===== src/rtl/conv8_32.sv =====
// ---------------------------------------------------------------------------
// conv8_32 -- byte-to-word deserializer
//
// Collects four consecutive valid bytes and presents them as one 32-bit
// word. The first byte of a word ends up in out_data[31:24] and the last
// byte in out_data[7:0]. A gap (in=0) in the middle of a word abandons the
// partial word, and the next valid byte starts a fresh word.
//
// Ports
//   clk_4f    in   1   single clock, rising-edge active
//   reset_L   in   1   asynchronous, active-low reset
//   in_data   in   8   byte lane, only looked at while in=1
//   in        in   1   byte-valid qualifier for in_data
//   out_data  out  32  last completed word, registered, held between words
//   out       out  1   one-cycle pulse on the edge that completes a word
//   byte_idx  out  2   bytes already captured for the word in progress (0-3)
//   err       out  1   one-cycle pulse on the edge that abandons a word
//
// Configuration
//   CONV8_32_ERR_EN  defined   : err pulses on every aborted partial word.
//                    undefined : err is a constant 0 and the abort detector
//                                is not built.
// ---------------------------------------------------------------------------
module conv8_32 (
    input  logic        clk_4f,
    input  logic        reset_L,
    input  logic [7:0]  in_data,
    input  logic        in,
    output logic [31:0] out_data,
    output logic        out,
    output logic [1:0]  byte_idx,
    output logic        err
);

    // IDLE holds no bytes; COLLECT holds one to three bytes of a word.
    typedef enum logic {
        IDLE    = 1'b0,
        COLLECT = 1'b1
    } state_t;

    state_t      state_q,    state_d;
    logic [1:0]  byte_idx_q, byte_idx_d;
    logic [23:0] partial_q,  partial_d;
    logic [31:0] out_data_q, out_data_d;
    logic        out_q,      out_d;

`ifdef CONV8_32_ERR_EN
    logic        err_q,      err_d;
`endif

    // State register and all output/datapath flops. Reset is asynchronous
    // so that a word in flight is thrown away the moment reset_L drops,
    // without waiting for a clock edge.
    always_ff @(posedge clk_4f or negedge reset_L) begin
        if (!reset_L) begin
            state_q    <= IDLE;
            byte_idx_q <= 2'd0;
            partial_q  <= 24'h0;
            out_data_q <= 32'h0;
            out_q      <= 1'b0;
`ifdef CONV8_32_ERR_EN
            err_q      <= 1'b0;
`endif
        end else begin
            state_q    <= state_d;
            byte_idx_q <= byte_idx_d;
            partial_q  <= partial_d;
            out_data_q <= out_data_d;
            out_q      <= out_d;
`ifdef CONV8_32_ERR_EN
            err_q      <= err_d;
`endif
        end
    end

    // Next-state logic. COLLECT returns to IDLE either when the fourth byte
    // completes the word or when the byte stream stalls (abort).
    always_comb begin
        state_d = state_q;
        unique case (state_q)
            IDLE: begin
                if (in) begin
                    state_d = COLLECT;
                end
            end
            COLLECT: begin
                if (!in || (byte_idx_q == 2'd3)) begin
                    state_d = IDLE;
                end
            end
            default: state_d = IDLE;
        endcase
    end

    // Output and datapath logic. The partial register is filled from its
    // top byte downward, so after three bytes it already holds the upper
    // 24 bits of the finished word and the fourth byte is simply appended.
    // Aborting clears the partial register so no stale byte can leak into
    // a later word.
    always_comb begin
        byte_idx_d = byte_idx_q;
        partial_d  = partial_q;
        out_data_d = out_data_q;
        out_d      = 1'b0;
`ifdef CONV8_32_ERR_EN
        err_d      = 1'b0;
`endif
        unique case (state_q)
            IDLE: begin
                if (in) begin
                    partial_d  = {in_data, 16'h0};
                    byte_idx_d = 2'd1;
                end
            end
            COLLECT: begin
                if (in) begin
                    if (byte_idx_q == 2'd3) begin
                        out_data_d = {partial_q, in_data};
                        out_d      = 1'b1;
                        partial_d  = 24'h0;
                        byte_idx_d = 2'd0;
                    end else begin
                        if (byte_idx_q == 2'd1) begin
                            partial_d[15:8] = in_data;
                        end else begin
                            partial_d[7:0]  = in_data;
                        end
                        byte_idx_d = byte_idx_q + 2'd1;
                    end
                end else begin
                    partial_d  = 24'h0;
                    byte_idx_d = 2'd0;
`ifdef CONV8_32_ERR_EN
                    err_d      = 1'b1;
`endif
                end
            end
            default: begin
                partial_d  = 24'h0;
                byte_idx_d = 2'd0;
            end
        endcase
    end

    assign out_data = out_data_q;
    assign out      = out_q;
    assign byte_idx = byte_idx_q;

`ifdef CONV8_32_ERR_EN
    assign err = err_q;
`else
    assign err = 1'b0;
`endif

endmodule

===== config.mk =====
export PLATFORM = sky130hd
export DESIGN_NAME = conv8_32
export DESIGN_NICKNAME = d
export VERILOG_FILES = /design/src/rtl/conv8_32.sv
export SDC_FILE = /design/constraint.sdc
export NUM_CORES = 1
export LEC_CHECK = 0
export ABC_AREA = 0
export CORE_MARGIN = 2
export CORE_UTILIZATION = 40
export CTS_BUF_LIST = sky130_fd_sc_hd__clkbuf_4 sky130_fd_sc_hd__clkbuf_8
export DETAILED_ROUTE_END_ITERATION = 7
export DONT_BUFFER_PORTS = 1
export PLACE_DENSITY = 0.58
export SYNTH_ARGS = -nofsm -noshare
export SYNTH_HDL_FRONTEND = slang
export SYNTH_SLANG_ARGS = --single-unit

===== constraint.sdc =====
create_clock -name clk_4f -period 2.1 [get_ports clk_4f]
set_clock_uncertainty 0.05 [all_clocks]
set_input_delay 0.21 -clock clk_4f [delete_from_list [all_inputs] [get_ports clk_4f]]
set_output_delay 0.21 -clock clk_4f [all_outputs]
set_load 0.005 [all_outputs]

==> reports/metrics.cfg <==
[placement]
placer_congestion=0.7717
port_buffers=0
place.detailed.hpwl_um=3149
dp_cells=238

[layout]
multi_input_comb_area_um2=900.9
total_inserted_antenna_cells=0
layout.filler_cells=552
layoutNonFillerInstCount=264
seqCellArea_um2=1501
drive_gt1_share_pct=41.27
layout-area-overhead-vs-synth_pct=13.69
design.final.nets=200

[drt]
drt-wirelength-per-cell_um=17.39
initialDrtViolationCount=26
detail-route-antenna-nets=0
drtPass1Iterations=4
via_per_inst=5.008
routed-via-count=1322
drcViolationCount=0
drt-total-wl_um=4591

[die]
io_pins=47
floorplan.rows=28
core_area_um2=5956
die_width_um=82.84
start_util_pct=41.74
design.die.area_um2=6862
die_height_um=82.84

[clock_tree]
cts_tree=built
clk_root_buffer_cell=clkbuf_8
cts_post_setup_buffers_inserted=0
clock-sinks=60
max-clock-path-buffers=2
cts.htree.levels=3
tritoncts.num_buffers=9
clock_latency_ps=330
worst_setup_hold_path_clk_slew_ps=60

[sta]
fin_crit_sh_pct=84.06
measured_slew_at_the_worst_slew_check_pin_ps=538.7
setup_repair_after_global_routing_missed_its_margin=no
fin_setup_tns_ps=0
slew_headroom_pct=64.09
min_period_ps=1765
setup-violations-final=0
slew_viol_final=0
finalHoldViolCount=0
fmax_ghz=0.5665

[global_routing]
grt_util_overall_pct=14.52
first_global_vias=1390
grt_max_degree=61
grt_first_pass_wirelength_um=7583
grt_antenna_before_repair=0
grt_remaining_overflow=0

[synth]
top_cell_type_by_total_area_after_synthesis=dfrtp_1
post-synth-top-area-fraction_pct=60.39
synth-warning-count=0
ys.flop_type=dfrtp_1
yosysUniqueCellTypes=24
postSynth.asyncResetShare_pct=100.0
combined_area_of_all_synthesized_cells_um2=2486
synthCells=170
synth_edf_count=0
ys_ff_latch=60
synthTopCellsByArea=dfrtp_1, mux2_2, mux2i_1
syn-num-nets=185
netlist_top_cells_count=dfrtp_1, mux2_2, nand2_1, o21ai_0, mux2i_1
synth_seq_area_share_pct=60.39
synth_area_per_cell_um2=14.62
post-synth-top-count-cell=dfrtp_1

[pwr]
ir_drop_mv=0.5222
p_leak_nw=1.384
cellPowerDensity_nw_per_um2=1042

[job]
max-cap-violations=0

[critical_path]
critPathKind=register to register
worstSetupStartpoint=byte_idx[0]$_DFFE_PN0P_
timing.critical_path.arrival_ps=1990
crit_path_start_kind=register
crit_required_ps=2320
critical_path_peak_fanout=16
end_kind=register
rr_startpoint=byte_idx[0]$_DFFE_PN0P_

[status]
outcome=complete, no violations

[min_path]
hold_path_startpoint=in_data[0]
worstHoldPathType=input pin to register

==> final timing paths <==
check	to	slack [ps]	cells past startpoint
setup reg to reg	partial_q[3]$_DFFE_PN0P_	330	4
hold / removal	partial_q[16]$_DFFE_PN0P_	40	2
max in group asynchronous	out_data[2]$_DFFE_PN0P_	1390	2
hold reg to reg	out_data[18]$_DFFE_PN0P_	450	1
min in group asynchronous	partial_q[6]$_DFFE_PN0P_	350	2
setup / recovery	partial_q[3]$_DFFE_PN0P_	330	4
==> per-layer routing <==
layer	vias to the layer above	track usage, %	wire length [µm]
li1	613	-	-
met1	664	17.65	1960
met4	0	7.154	84
met5	-	0	0
met3	9	6.660	355
met2	36	21.85	2190
==> state kept, by name, summed over array words and instances (netlist names) <==
| register | count |
|---|---|
| out | 1 |
| byte_idx | 2 |
| state_q | 1 |
| partial_q | 24 |
| out_data | 32 |
==> what timing repair did <==
| item | in CTS | in global routing |
|---|---|---|
| resized for setup | 0 | 0 |
| hold buffers | 11 | 0 |
| hold endpoints to repair | 72 | 0 |
==> cells by family after synthesis <==
kind of cell             Yosys count  share of synthesized area, %
AO/OA/AOI/OAI                     13                         2.970
adder cells (fa/ha/maj)            4                         2.013
buffers and inverters             11                         3.371
flip-flops                        60                         60.39
multiplexers                      56                         24.96
other                              1                        0.1508
AND/OR/NAND/NOR                   25                         6.140
==> stage by stage <==
stage	util [%]	total power, W	hold slack, ps	worst slack (ps)	area (µm²)
6_report	47.46	0.002946	44.67	334.7	2826
2_1_floorplan	-	0.001915	-135.6	523.5	2486
5_1_grt	47.46	0.003112	30.03	185.5	2826
4_1_cts	47.46	0.002999	25.29	302.3	2826
3_3_place_gp	42.35	0.001986	-133.6	347.8	2522
3_5_place_dp	42.35	0.002023	-134.0	313.4	2522
==> where the power goes <==
part / leakage (nW) / switching (W) / internal (W)
clock: 0.0961 / 0.000406 / 0.000508
combinational: 0.492 / 0.000152 / 0.000251
sequential: 0.796 / 0.000209 / 0.00142
==> cell type report <==
class	instances	area share, %
clock buffers	13	5.888
clock inverters	2	0.3541
inverters	1	0.1328
flip-flops and latches	60	53.12
multi-input cells	99	31.87
well taps	75	3.320
repair buffers	14	5.312
==> layout by cell type, fill, tap and decap left out <==
cell type	synthesis	routed
a21boi_0	1	1
and2_2	6	6
and2_4	2	2
and3_1	1	1
and3b_1	1	1
and4bb_2	1	1
buf_16	0	1
buf_4	1	3
clkbuf_4	0	2
clkbuf_8	0	11
clkinv_2	0	2
conb_1	1	1
dfrtp_1	60	60
dlygate4sd3_1	0	10
ha_1	4	4
inv_1	1	1
mux2_2	48	48
mux2i_1	8	8
nand2_1	10	10
nand3_1	2	2
nor2_1	1	1
nor2_4	1	1
o21a_1	1	1
o21ai_0	10	10
o21ai_2	1	1
==> worst max-delay path: stages (launching register included) <==
cell	delay [ps]
dfrtp_1	460
ha_1	240
and3b_1	550
and2_2	250
mux2_2	150
No activity file was read; power rests on OpenSTA's default activity.
